`src/rtl/sat_counter.sv`:
```
// Saturating up-counter with synchronous clear; clear wins over increment.
module sat_counter #(
    parameter int W = 16
) (
    input  logic         clk,
    input  logic         rst,
    input  logic         clr,
    input  logic         inc,
    output logic [W-1:0] cnt,
    output logic         sat
);

    localparam logic [W-1:0] CNT_ONE = {{(W-1){1'b0}}, 1'b1};

    logic [W-1:0] cnt_q;
    logic [W-1:0] cnt_d;

    // next count: clear, saturating increment or hold
    always_comb begin
        cnt_d = cnt_q;
        if (clr) begin
            cnt_d = '0;
        end else if (inc && !sat) begin
            cnt_d = cnt_q + CNT_ONE;
        end else begin
            cnt_d = cnt_q;
        end
    end

    // count register
    always_ff @(posedge clk) begin
        if (rst) begin
            cnt_q <= '0;
        end else begin
            cnt_q <= cnt_d;
        end
    end

    assign cnt = cnt_q;
    assign sat = &cnt_q;

endmodule

```
`config.mk`:
```
export PLATFORM = sky130hd
export DESIGN_NAME = sat_counter
export DESIGN_NICKNAME = d
export VERILOG_FILES = /design/src/rtl/sat_counter.sv
export SDC_FILE = /design/constraint.sdc
export NUM_CORES = 1
export LEC_CHECK = 0
export CORE_MARGIN = 2
export CORE_UTILIZATION = 50
export CTS_CLUSTER_SIZE = 12
export DETAILED_ROUTE_END_ITERATION = 12
export PLACE_DENSITY = 0.81
export SLEW_MARGIN = 10
export SYNTH_ARGS = -nofsm -noshare
export SYNTH_HDL_FRONTEND = slang
export SYNTH_SLANG_ARGS = --single-unit
```
`constraint.sdc`:
```
create_clock -name clk -period 3.9 [get_ports clk]
set_clock_uncertainty 0.1 [all_clocks]
set_input_delay 0.78 -clock clk [delete_from_list [all_inputs] [get_ports clk]]
set_output_delay 0.78 -clock clk [all_outputs]
set_load 0.05 [all_outputs]
```
==> results.json, run 1 <==
{
  "portBuffers": 20,
  "io_pins": 21,
  "synth_warnings": 0,
  "dieArea_mm2": 0.00200,
  "whs_path_depth": 2,
  "cts-htree-levels": 1,
  "area_growth_pct": 26.4,
  "r2r-end": "cnt[10]",
  "yosysMostFrequentCell": "dfxtp_1",
  "layout.nets": 124,
  "gp_congestion": 0.804,
  "synthTopCellsByArea": "dfxtp_1, nand4_1, a21oi_1",
  "p_leak_nw": 0.335,
  "cts_sinks": 16,
  "tightest_slew_ns": 0.631,
  "diodes": 0,
  "post-dp-hpwl_mm": 1.30,
  "syn_area_per_cell_um2": 8.56,
  "netlist_area_um2": 831,
  "multi_input_area_um2": 475,
  "cts_buffers": 3,
  "post_cts_resized": 0,
  "ys_ff_latch": 16,
  "core_area_mm2": 0.00152,
  "postRouteAntennaNets": 0,
  "comb_power_share_pct": 6.1,
  "yosysSeqAreaShare_pct": 38.6,
  "critPathKind": "reg2out",
  "grt_util_all_layers_pct": 20.7,
  "vias": 822,
  "nFillCells": 123,
  "clkTransAtPathRegs_ns": 0.09,
  "hold_path_end": "cnt[15]",
  "route.detailed.drc": 0,
  "ys_types": 31,
  "setup-tns-final_ns": 0,
  "final-hold-violation-count": 0,
  "p_clk_share_pct": 31.6,
  "layout-drive-gt1-share_pct": 6.84,
  "grt_first_pass_wirelength_mm": 3.08,
  "drt_wl_total_mm": 1.76,
  "drt-wirelength-per-cell_um": 13.2,
  "rsz0062_at_grt": "false",
  "status": "finished, final reports clean",
  "grt_remaining_overflow": 0,
  "drt-pass1-iter-count": 4,
  "ys.flop_type": "dfxtp_1",
  "power_w": 0.000265,
  "start_util_pct": 54.5,
  "drt_iter0_drc": 30,
  "hold_class": "reg2reg",
  "worstHoldStart": "cnt[15]",
  "p_per_area_mw_per_mm2": 252,
  "clk_path_buf_depth": 2,
  "register_area_um2": 320,
  "cts-root-buf": "clkbuf_4",
  "syn_nets": 102,
  "cap_viol_max_count": 0,
  "max_freq_mhz": 281,
  "floorplan.die.height_um": 44.8,
  "switching_share_pct": 22.1,
  "r2r_start": "cnt[0]",
  "grt_max_degree": 14,
  "slew_viol_final": 0,
  "antenna_found_initial": 0,
  "r2r_slack_ns": 1.73,
  "synthTopCellsByCount": "dfxtp_1, nand2_1, nor2_1, a21oi_1, nand4_1",
  "setup_viol": 0,
  "async_reset_ff_share_pct": 0,
  "tritoncts": "yes",
  "synth_edf_count": 0,
  "core.rowCount": 14,
  "worstPathArrival_ns": 2.68,
  "intPower_w": 0.000206,
  "reg2reg_depth": 5,
  "fin_crit_ns": 3.56,
  "critical_path.max_fanout": 7,
  "critical_path_required_ns": 3.02,
  "grt_pass1_vias": 728,
  "final_core_util_pct": 68.9,
  "post-route-period-util_pct": 91.2,
  "drt-vias-per-instance": 6.18,
  "timing.critical_path.to_type": "primary output",
  "largest_reg_flops": 16,
  "worst_setup_path_start_kind": "flip-flop",
  "peakVddDrop_mv": 0.176,
  "syn_inst": 97,
  "clk_latency_ns": 0.28,
  "die_x_um": 44.8,
  "synth.top_cell.area_share_pct": 38.6,
  "p_switching_w": 0.0000584,
  "slew_headroom_pct": 57.7,
  "seqPwrFrac_pct": 62.3,
  "yosys.area.top_type": "dfxtp_1",
  "cts_hold_buf": 0,
  "cts_setup_buffers": 0
}
final cells by class:
cell class	count	area share (%)
multi-input cells	75	45.3
flip-flops and latches	16	30.5
repair buffers	20	19.1
clock buffers	3	2.15
well taps	16	1.91
inverters	3	1.07
placed cells by master (no fill, tap or decap), drive strengths merged, types with 2 or more instances in the layout:
cell and count:
inv 3, and3 2, o41ai 2, or2 2, a21oi 7, dfxtp 16
nor4 2, nor3 3, nand3 5, o21ai 5, clkdlybuf4s50 20, o31ai 4
nand4 7, clkbuf 3, or4 4, nor2 8, nand2 8, or3 5
critical path, stage by stage (launching register included):
cell and delay [ns]:
dfxtp_1 0.41, ha_1 0.21, nand4_1 0.33, nor4_2 0.55
clkdlybuf4s50_1 0.89
cell families after synthesis:
family | synth area share, %
muxes | 1.20
xor gates and xnor gates | 2.11
adders and majority gates | 1.51
buffers and inverters | 4.22
DFF | 38.6
AOI/OAI and AO/OA | 20.2
and+or+nand+nor | 32.2
power by group through the flow:
stage          combinational (W)  clock [W]  sequential [W]
2_1_floorplan         0.00000744          0        0.000171
5_1_grt                0.0000182  0.0000947        0.000165
3_5_place_dp           0.0000162          0        0.000169
4_1_cts                0.0000162  0.0000864        0.000165
3_3_place_gp           0.0000162          0        0.000169
6_report               0.0000161  0.0000836        0.000165
worst max path at each step:
stage | startpoint | to | slack, ns | cells after the start
detailed placement | cnt[0] | sat | 0.68 | 4
finish | cnt[0] | sat | 0.34 | 4
global route | cnt[0] | sat | 0.21 | 4
floorplan | cnt[0] | sat | 0.59 | 3
CTS | cnt[0] | sat | 0.36 | 4
global placement | cnt[0] | sat | 0.74 | 4
metrics by stage:
| step | cell area, um^2 | cells | worst slack [ns] | hold WS [ns] |
|---|---|---|---|---|
| 3_3_place_gp | 1030 | 130 | 0.736 | 0.402 |
| 3_5_place_dp | 1030 | 130 | 0.685 | 0.404 |
| 4_1_cts | 1050 | 133 | 0.358 | 0.417 |
| 5_1_grt | 1050 | 133 | 0.207 | 0.443 |
| 6_report | 1050 | 133 | 0.343 | 0.412 |
| 2_1_floorplan | 831 | 97 | 0.595 | 0.607 |
layer usage:
metal | GRT usage (%) | part of all wire, % | vias to the layer above
li1 | - | - | 417
met1 | 26.9 | 46 | 380
met2 | 33.3 | 48 | 23
met3 | 4.00 | 5.0 | 2
met4 | 8.48 | 0.57 | 0
met5 | 0 | 0 | -
Power figures use the tool's default switching activity.
==> run 2, diff against run 1 <==
CTS_BUF_LIST = sky130_fd_sc_hd__clkbuf_16   (was default)
==> results.json, run 2 (synthesized netlist as in run 1, its figures left out) <==
{
  "status": "finished, final reports clean",
  "register_area_um2": 320,
  "cts_sinks": 16,
  "drt_iter0_drc": 38,
  "r2r-end": "cnt[10]",
  "antenna_found_initial": 0,
  "post-route-period-util_pct": 90.7,
  "cts_hold_buf": 0,
  "tightest_slew_ns": 0.664,
  "worstPathBufferInverterCount": 1,
  "multi_input_area_um2": 475,
  "drt-pass1-iter-count": 4,
  "r2r_start": "cnt[0]",
  "stdcell_count": 133,
  "start_util_pct": 54.5,
  "io_pins": 21,
  "critPathKind": "reg2out",
  "critical_path_required_ns": 3.02,
  "drt-vias-per-instance": 6.24,
  "grt_first_pass_wirelength_mm": 3.28,
  "setup-tns-final_ns": 0,
  "worstSetupEndpoint": "sat",
  "portBuffers": 20,
  "place_area_mm2": 0.00103,
  "use_met2_pct": 36.5,
  "final_common_cell": "clkdlybuf4s50_1",
  "worst_setup_path_start_kind": "flip-flop",
  "worstPathArrival_ns": 2.66,
  "drt_wl_total_mm": 1.90,
  "core.rowCount": 14,
  "grt_util_all_layers_pct": 22.0,
  "grtUsageMet3_pct": 5.60,
  "cap_viol_max_count": 0,
  "setup_viol": 0,
  "cts-htree-levels": 1,
  "rsz0062_at_grt": "false",
  "critical_path.max_fanout": 7,
  "pre_cts_ws_ns": 0.685,
  "hold_class": "reg2reg",
  "fin_crit_ns": 3.54,
  "dp.cells": 130,
  "crit_start": "cnt[0]",
  "p_per_area_mw_per_mm2": 340,
  "cts_setup_buffers": 0,
  "diodes": 0,
  "drt-wirelength-per-cell_um": 14.3,
  "dieArea_mm2": 0.00200,
  "slew_viol_final": 0,
  "p_leak_nw": 0.358,
  "finalInstanceArea_mm2": 0.00110,
  "setup_slack_ns": 0.364,
  "core_area_mm2": 0.00152,
  "grt_remaining_overflow": 0,
  "layout-drive-gt1-share_pct": 6.84,
  "clk_path_buf_depth": 2,
  "post_cts_resized": 0,
  "grt_pass1_vias": 762,
  "worst_path_max_delay_cell": "clkdlybuf4s50_1",
  "slew_headroom_pct": 55.4,
  "largest_reg_flops": 16,
  "peakVddDrop_mv": 0.348,
  "layout.nets": 124,
  "final_cell_mix": "clkdlybuf4s50_1, dfxtp_1, nand2_1, nor2_1",
  "die_x_um": 44.8,
  "path_cells": "ha_1, nand4_1, nor4_2, clkdlybuf4s50_1",
  "clk_latency_ns": 0.24,
  "max_stage_delay_ns": 0.89,
  "tritoncts": "yes",
  "gr-usage-met1_pct": 27.2,
  "gp_congestion": 0.804,
  "clkTransAtPathRegs_ns": 0.05,
  "final-hold-violation-count": 0,
  "final_core_util_pct": 72.3,
  "route.detailed.drc": 0,
  "r2r_slack_ns": 1.67,
  "cts-root-buf": "clkbuf_16",
  "busiest_layer": "met2",
  "cp_top_family": "simple AND/OR/NAND/NOR gates",
  "area_growth_pct": 32.7,
  "postRouteAntennaNets": 0,
  "floorplan.die.height_um": 44.8,
  "nFillCells": 118,
  "path_depth": 4,
  "post-dp-hpwl_mm": 1.30,
  "reg2reg_depth": 5,
  "timing.critical_path.to_type": "primary output",
  "max_freq_mhz": 283,
  "whs_path_depth": 2,
  "grt_max_degree": 14,
  "cts_buffers": 3,
  "vias": 830
}
-- run 2: cell counts in the layout (fill, tap and decap cells not counted) --
Identical to the previous run, type by type.
-- run 2: tightest hold or removal path: stages, from the launching register on --
cell	delay [ns]
dfxtp_1	0.33
o31ai_1	0.07
a21oi_1	0.05
-- run 2: layer usage --
metal  up-vias  part of all wire, %
met5         -                    0
met4         0                 0.89
met3         4                  6.0
met2        28                   47
met1       381                   46
li1        417                    -
-- run 2: how the worst min path moves through the flow --
stage / startpoint / to / slack, ns
after global routing: cnt[7] / cnt[7] / 0.44
final: cnt[15] / cnt[15] / 0.41
after detailed placement: cnt[15] / cnt[15] / 0.40
after CTS: cnt[15] / cnt[15] / 0.41
after global placement: cnt[7] / cnt[7] / 0.40
after floorplan: cnt[14] / cnt[14] / 0.61
-- run 2: cell type report --
class                      count  share of cell area (%)
multi-input combinational     75                    43.1
clock buffer                   3                    6.81
sequential                    16                    29.1
timing repair buffer          20                    18.2
tap                           16                    1.82
inverter                       3                    1.02
-- run 2: metrics by stage --
| step | hold WS (ns) | power [W] |
|---|---|---|
| 4_1_cts | 0.411 | 0.000377 |
| 3_5_place_dp | 0.404 | 0.000185 |
| 2_1_floorplan | 0.607 | 0.000179 |
| 5_1_grt | 0.436 | 0.000387 |
| 3_3_place_gp | 0.402 | 0.000185 |
| 6_report | 0.408 | 0.000374 |
-- run 2: where the power goes --
group          internal (W)  switching (W)
Sequential         0.000165    0.000000917
Clock              0.000134      0.0000585
Combinational    0.00000645     0.00000969
